`config.mk`:
```
export PLATFORM = sky130hd
export DESIGN_NAME = pin_in_debounce
export DESIGN_NICKNAME = d
export VERILOG_FILES = /design/src/rtl/pin_in_debounce.sv
export SDC_FILE = /design/constraint.sdc
export NUM_CORES = 1
export LEC_CHECK = 0
export CORE_UTILIZATION = 56
export CTS_CLUSTER_SIZE = 24
export DETAILED_ROUTE_END_ITERATION = 12
export MAX_ROUTING_LAYER = met4
export PLACE_DENSITY_LB_ADDON = 0.2
export SETUP_SLACK_MARGIN = 0.2
export SYNTH_ARGS = -nofsm -noshare
export SYNTH_HDL_FRONTEND = slang
export SYNTH_SLANG_ARGS = --single-unit
```
`constraint.sdc`:
```
create_clock -name CLOCK_50 -period 2.45 [get_ports CLOCK_50]
set_input_delay 0.245 -clock CLOCK_50 [delete_from_list [all_inputs] [get_ports CLOCK_50]]
set_output_delay 0.245 -clock CLOCK_50 [all_outputs]
set_load 0.01 [all_outputs]
```
`src/rtl/pin_in_debounce.sv`:
```
// Synchronises, debounces and edge-detects the raw PIN_IN header bits, with saturating rise counters.
// Define PIN_IN_DEBOUNCE_BYPASS_EN to replace the tick-based filter with a single register stage.
module pin_in_debounce #(
    parameter int unsigned N_IN         = 2,
    parameter int unsigned CLK_DIV      = 33,
    parameter int unsigned STABLE_TICKS = 16,
    parameter int unsigned CNT_W        = 8
) (
    input  logic                    CLOCK_50,
    input  logic                    RESET_N,
    input  logic [N_IN-1:0]         PIN_IN,
    input  logic                    CLEAR,
    output logic                    TICK,
    output logic [N_IN-1:0]         LEVEL,
    output logic [N_IN-1:0]         RISE,
    output logic [N_IN-1:0]         FALL,
    output logic [N_IN*CNT_W-1:0]   RISE_COUNT
);

    localparam int unsigned DIV_W = (CLK_DIV > 1) ? $clog2(CLK_DIV) : 1;
    localparam logic [DIV_W-1:0] DIV_LAST = DIV_W'(CLK_DIV - 1);
    localparam logic [CNT_W-1:0] CNT_MAX  = '1;

    logic [N_IN-1:0]  r_sync1;
    logic [N_IN-1:0]  r_sync2;
    logic [DIV_W-1:0] r_div;
    logic             r_tick;
    logic [N_IN-1:0]  r_level;
    logic [N_IN-1:0]  r_rise;
    logic [N_IN-1:0]  r_fall;
    logic [CNT_W-1:0] r_cnt [N_IN];

    always_ff @(posedge CLOCK_50) begin
        if (!RESET_N) begin
            r_sync1 <= '0;
            r_sync2 <= '0;
        end else begin
            r_sync1 <= PIN_IN;
            r_sync2 <= r_sync1;
        end
    end

    // TICK is registered off the terminal count, so it lands one cycle after r_div == CLK_DIV-1
    always_ff @(posedge CLOCK_50) begin
        if (!RESET_N) begin
            r_div  <= '0;
            r_tick <= 1'b0;
        end else begin
            r_tick <= (r_div == DIV_LAST);
            r_div  <= (r_div == DIV_LAST) ? '0 : r_div + DIV_W'(1);
        end
    end

`ifdef PIN_IN_DEBOUNCE_BYPASS_EN
    always_ff @(posedge CLOCK_50) begin
        if (!RESET_N) begin
            r_level <= '0;
            r_rise  <= '0;
            r_fall  <= '0;
        end else begin
            r_level <= r_sync2;
            r_rise  <= r_sync2 & ~r_level;
            r_fall  <= ~r_sync2 & r_level;
        end
    end
`else
    localparam int unsigned STAB_W = $clog2(STABLE_TICKS + 1);
    localparam logic [STAB_W-1:0] STAB_LAST = STAB_W'(STABLE_TICKS - 1);

    logic [STAB_W-1:0] r_stab [N_IN];

    // Hitting STAB_LAST means this tick would bring the count to STABLE_TICKS: accept the new level
    always_ff @(posedge CLOCK_50) begin
        if (!RESET_N) begin
            for (int unsigned i = 0; i < N_IN; i++) r_stab[i] <= '0;
            r_level <= '0;
            r_rise  <= '0;
            r_fall  <= '0;
        end else begin
            r_rise <= '0;
            r_fall <= '0;
            if (r_tick) begin
                for (int unsigned i = 0; i < N_IN; i++) begin
                    if (r_sync2[i] != r_level[i]) begin
                        if (r_stab[i] == STAB_LAST) begin
                            r_stab[i]  <= '0;
                            r_level[i] <= ~r_level[i];
                            r_rise[i]  <= ~r_level[i];
                            r_fall[i]  <= r_level[i];
                        end else begin
                            r_stab[i] <= r_stab[i] + STAB_W'(1);
                        end
                    end else begin
                        r_stab[i] <= '0;
                    end
                end
            end
        end
    end
`endif

    always_ff @(posedge CLOCK_50) begin
        if (!RESET_N || CLEAR) begin
            for (int unsigned i = 0; i < N_IN; i++) r_cnt[i] <= '0;
        end else begin
            for (int unsigned i = 0; i < N_IN; i++) begin
                if (r_rise[i] && (r_cnt[i] != CNT_MAX)) r_cnt[i] <= r_cnt[i] + CNT_W'(1);
            end
        end
    end

    always_comb begin
        RISE_COUNT = '0;
        for (int unsigned i = 0; i < N_IN; i++) RISE_COUNT[i*CNT_W +: CNT_W] = r_cnt[i];
    end

    assign TICK  = r_tick;
    assign LEVEL = r_level;
    assign RISE  = r_rise;
    assign FALL  = r_fall;

endmodule

```
==> qor.txt, run 1 <==
Ys async rst share = 0%
Crit-path slowest cell = or3_1
Worst hold slack = 444 ps
Total Wirelength = 3.74 mm
Post-route ant nets = 0
Tmin final = 1810 ps
Fin. max-slew vios = 0
Global-route wire length before repair = 6.75 mm
Reg2Reg Capture Point = r_stab[1][2]
Power share of the clock group = 27.7%
Port bufs = 27
Final Hold Viols = 0
Via Count = 1452
Overall routing resource usage = 22.3%
Filler Cells Inserted = 271
RSZ-0062 raised after global routing = false
Hold EP = r_sync2[0]
Initial antenna violation count = 0
# DRC = 0
Most frequent cells in the layout = 27 x clkdlybuf4s50_1, 26 x edfxtp_1, 17 x dfxtp_1
CP Cell Sequence = ha_1 > and3_1 > ha_1 > or3_1 > nor2_1
Syn_area_per_cell = 11.4 µm²
Critical path class = register to register
CP dominant cell by count = ha_1
Most common cell after layout, fill and taps aside = clkdlybuf4s50_1
Netlist cell types = 31
Worst-path clk slew = 110 ps
Relative max-transition margin = 65.0%
Vias in the first global route = 1508
Seq/Total Area, Yosys = 54.6%
Status = complete, no violations
Ys Warns = 0
NumNets Final = 225
I/O pin cnt = 28
Largest net degree at the start of global routing = 17
VDD IR max = 0.390 mV
Clock sink count = 43
FF-to-FF Start = r_stab[1][0]
GRT overflow = 0
Post-DP HPWL = 2.69 mm
Post-CTS Setup Inserts = 0
Clock Skew = 16.5 ps
Vias per cell = 5.61
Worst Hold Depth = 1
Period Utilization, post-route = 73.8%
DR iter-0 viols = 168
P_leak = 0.829 nW
Cell area after synthesis = 2050 µm²
Die extent in y = 62.6 µm
Post-Synthesis Cells = 180
Rows = 21
Synthesized net count = 193
N_diodes = 0
GPL Wtd Cong = 0.757
WL met3 = 147 µm
Num CTS Buffers = 5
Combinational group share of total power = 7.1%
CTS H-tree lvls = 2
Switch share = 22.2%
Hold crit path type = register to register
Layout area overhead = 18.6%
Internal power = 0.000971 W
Fmax = 553 MHz
Finished Cell Area = 2440 µm²
Clock Latency Late Sink = 340 ps
Post-synth EDFFs = 26
Number of max-cap violations = 0
CTS tree = done
Sw Pwr = 0.000277 W
M1 WL = 1.50 mm
Die X = 62.6 µm
Clock buffer depth = 2
Core area = 3420 µm²
Initial Utilization = 60.1%
Hold_buf cts = 0
Worst-margin pin slew = 519 ps
Reg2reg path depth = 5
Placement Cell Area = 2380 µm²
CTS root buf = clkbuf_4
Critical Path Max Stage Delay = 460 ps
R2R Setup Slk = 640 ps
Crit end category = register
CP arrival = 2000 ps
CP bufs+invs = 0
TNS Setup = 0 ps
Ys flop type = edfxtp_1
Routed length per instance = 14.4 µm
Die area = 3920 µm²
Final setup fails = 0
Total power = 0.00125 W
CP Launch Type = register
Layout cells sized above 1 = 9.86%
Maximum fanout along the worst path = 5
Pre-Repair DR Iteration Count = 5
CTS-repair resized insts = 0
Post-synthesis register bit count = 43
P per Cell Area = 513 nW/µm²
DR WL met2 = 2.04 mm
Worst Path Required = 2650 ps
Worst min-delay path startpoint = r_sync1[0]
Family with the most delay on the worst path = simple AND/OR/NAND/NOR gates
Max layer used = met4
Sequential Power Share = 65.2%
==> cells in the mapped netlist (2+ instances only) <==
| library cell | number | area, µm² |
|---|---|---|
| edfxtp_1 | 26 | 781 |
| nor3b_1 | 4 | 30.0 |
| a211oi_1 | 10 | 75.1 |
| xnor2_1 | 8 | 70.1 |
| nand4_2 | 2 | 25.0 |
| nand2b_1 | 5 | 31.3 |
| and2_1 | 6 | 37.5 |
| a221oi_1 | 2 | 17.5 |
| nand3_2 | 2 | 20.0 |
| nand2_1 | 10 | 37.5 |
| a221oi_2 | 4 | 60.1 |
| inv_1 | 10 | 37.5 |
| and3_1 | 2 | 12.5 |
| a21boi_0 | 2 | 15.0 |
| xor2_1 | 7 | 61.3 |
| o21ai_0 | 7 | 35.0 |
| nor2_1 | 14 | 52.6 |
| ha_1 | 8 | 100 |
| clkbuf_1 | 3 | 11.3 |
| nand3_1 | 13 | 65.1 |
| or3_1 | 9 | 56.3 |
| dfxtp_1 | 17 | 340 |
==> flip-flops by register name, indices dropped and copies added (netlist names) <==
| register | flops |
|---|---|
| r_stab | 10 |
| r_sync1 | 2 |
| LEVEL | 2 |
| RISE | 2 |
| r_sync2 | 2 |
| FALL | 2 |
| r_cnt | 16 |
| TICK | 1 |
| r_div | 6 |
==> through the flow <==
| stage | util [%] | setup WS [ps] | std cells |
|---|---|---|---|
| finish | 71.3 | 643 | 259 |
| global route | 71.3 | 534 | 259 |
| CTS | 71.3 | 635 | 259 |
| detailed placement | 69.6 | 625 | 251 |
| global placement | 69.6 | 670 | 251 |
| floorplan | - | 787 | 180 |
==> layer usage <==
layer  up-vias  track usage, %
met2        35            38.6
met5         -               -
met3         7            5.66
met4         0            7.27
li1        719               -
met1       691            25.1
==> power groups by stage <==
stage                     Clock [W]  Sequential [W]  Combinational [W]
final                      0.000346        0.000814          0.0000884
after global routing       0.000387        0.000819          0.0000979
after CTS                  0.000360        0.000814          0.0000896
after detailed placement          0        0.000830          0.0000892
after global placement            0        0.000827          0.0000843
after floorplan                   0        0.000830          0.0000425
==> final cells by class <==
class	count	area (µm²)	area share, %
flip-flops and latches	43	1120	46.0
multi-input cells	121	861	35.3
repair buffers	31	300	12.3
well taps	46	57.6	2.36
clock buffers	7	55.1	2.26
inverters	10	37.5	1.54
clock inverters	1	3.75	0.154
==> worst max-delay path by stage <==
stage	from	cells after the start	slack, ps	to
final	r_stab[1][0]	5	640	r_stab[1][2]
after global routing	r_stab[0][0]	5	530	r_stab[0][3]
after CTS	r_stab[1][0]	5	630	r_stab[1][2]
after detailed placement	RESET_N	3	620	r_cnt[0][12]
after global placement	RESET_N	3	670	r_cnt[0][8]
after floorplan	r_stab[1][0]	5	790	r_stab[1][2]
==> kinds of logic after synthesis <==
group | synth area share [%]
simple gates | 18.5
flops | 54.6
compound gates | 12.1
buf+inv | 3.53
xor+xnor | 6.39
fa+ha+maj | 4.87
(Power assumes the default switching activity.)
==> run 2, diff against run 1 <==
CORE_UTILIZATION = 49   (was 56)
clock period = 1.4 ns   (was 2.45 ns; I/O delays follow)
==> qor.txt, run 2 (synthesis results as in run 1) <==
Worst-path clk slew = 80 ps (-30 ps)
Worst Hold Depth = 2 (+1)
Max reg flops = 16 (unchanged)
Clock Skew = 7.38 ps (-9.11 ps)
Fmax = 608 MHz (+9.8%)
Most frequent cells in the layout = 41 x buf_4, 29 x buf_6, 26 x edfxtp_1
Worst setup margin = -246 ps (-888 ps)
Clock Latency Late Sink = 310 ps (-30 ps)
Most common cell after layout, fill and taps aside = buf_4
Vias per cell = 5.73 (+2.3%)
Worst-margin pin slew = 412 ps (-107 ps)
# DRC = 0 (unchanged)
Top reg by flops = r_cnt
Worst Path Required = 1570 ps (-1080 ps)
Dpl cells = 273 (+8.8%)
Die extent in y = 66.8 µm (+6.7%)
Rows = 23 (+9.5%)
Die area = 4460 µm² (+14%)
I/O pin cnt = 28 (unchanged)
Routed length per instance = 20.4 µm (+41%)
Crit end category = register
Initial antenna violation count = 0 (unchanged)
Post-DP HPWL = 3.13 mm (+16%)
FF+latch area = 1130 µm² (+0.56%)
Period Utilization, post-route = 118% (+44 points)
Vias in the first global route = 1825 (+21%)
Pre-Repair DR Iteration Count = 5 (unchanged)
Via Count = 1852 (+28%)
CTS tree = done
GRT overflow = 0 (unchanged)
TNS Setup = -5830 ps (-5830 ps)
N_diodes = 0 (unchanged)
Filler Cells Inserted = 182 (-33%)
Die X = 66.8 µm (+6.7%)
Failing checks = negative setup slack
Maximum fanout along the worst path = 5 (unchanged)
NumNets Final = 285 (+27%)
Core area = 4000 µm² (+17%)
Number of max-cap violations = 0 (unchanged)
Initial Utilization = 51.4% (-8.8 points)
Fin. max-slew vios = 0 (unchanged)
Relative max-transition margin = 72.3% (+7.2 points)
Total Wirelength = 6.58 mm (+76%)
R2R Setup Slk = -250 ps (-890 ps)
Combined area of the multi-input logic cells = 1220 µm² (+41%)
CP arrival = 1820 ps (-180 ps)
CTS H-tree lvls = 2 (unchanged)
RSZ-0062 raised after global routing = true
Global-route wire length before repair = 9.22 mm (+37%)
CTS root buf = clkbuf_8
Layout cells sized above 1 = 54.9% (+45 points)
Post-route ant nets = 0 (unchanged)
P_leak = 1.34 nW (+61%)
Critical path class = register to register
DR iter-0 viols = 105 (-38%)
VDD IR max = 0.836 mV (+110%)
Status = finished, violations left
Hold crit path type = input pin to register
Final Hold Viols = 0 (unchanged)
Largest net degree at the start of global routing = 14 (-3)
Final setup fails = 46 (+46)
Port bufs = 27 (unchanged)
Reg2reg path depth = 5 (unchanged)
Clock sink count = 43 (unchanged)
Num CTS Buffers = 5 (unchanged)
Tmin final = 1650 ps (-162 ps)
CP Launch Type = register
Layout area overhead = 64.3%
Fin cells = 323 (+25%)
P per Cell Area = 754 nW/µm² (+47%)
Clock buffer depth = 2 (unchanged)
GPL Wtd Cong = 0.850 (+12%)
Largest registers = r_cnt: 16 flops, r_stab: 10 flops, r_div: 6 flops
Overall routing resource usage = 30.0% (+7.7 points)
-- run 2: final timing paths --
| check | start | to |
|---|---|---|
| worst max-delay path | r_stab[0][1] | r_stab[0][2] |
| worst min register to register | r_sync1[0] | r_sync2[0] |
| worst min-delay path | PIN_IN[1] | r_sync1[1] |
| worst max register to register | r_stab[0][1] | r_stab[0][2] |
-- run 2: metal layers --
| layer | vias up | GRT usage (%) | wire length [µm] |
|---|---|---|---|
| met5 | - | - | 0 |
| met2 | 76 | 51.1 | 3340 |
| met3 | 25 | 5.99 | 318 |
| li1 | 846 | - | - |
| met4 | 0 | 14.4 | 244 |
| met1 | 905 | 33.4 | 2680 |
-- run 2: where the power goes --
part / internal (W) / switching, W / leakage (nW) / total (W)
Sequential: 0.00138 / 0.0000440 / 0.422 / 0.00142
Clock: 0.000351 / 0.000457 / 0.0422 / 0.000808
Combinational: 0.000160 / 0.000151 / 0.872 / 0.000312
Total: 0.00189 / 0.000652 / 1.34 / 0.00254
-- run 2: layout make-up --
cell class	instances	share of cell area, %
multi-input cells	121	36.0
flip-flops and latches	43	33.4
repair buffers	91	25.2
clock buffers	7	2.26
inverters	10	1.11
clock inverters	1	0.148
well taps	50	1.85
-- run 2: what timing repair did --
action / 4_1_cts / 5_1_grt
cloned: 2 / 0
pin swaps: 22 / 10
setup endpoints to repair: 76 / 73
hold buffers: 0 / 0
buffers inserted: 30 / 10
gates resized for setup: 106 / 45
-- run 2: metrics by stage --
stage          util (%)  hold WS [ps]  setup slack [ps]  cell area [µm²]  power [W]
6_report           84.4           410              -246             3380    0.00254
5_1_grt            84.4           439              -281             3380    0.00261
4_1_cts            79.3           417              -213             3170    0.00244
3_5_place_dp       65.8           429              -198             2630    0.00164
3_3_place_gp       65.8           420              -128             2630    0.00163
2_1_floorplan         -           267              -131             2160    0.00154
-- run 2: critical path, stage by stage, from the launching register on --
cell and delay [ps]:
edfxtp_1 420, ha_2 220, and3_4 190, ha_4 160, or3_4 410, nor2_4 110
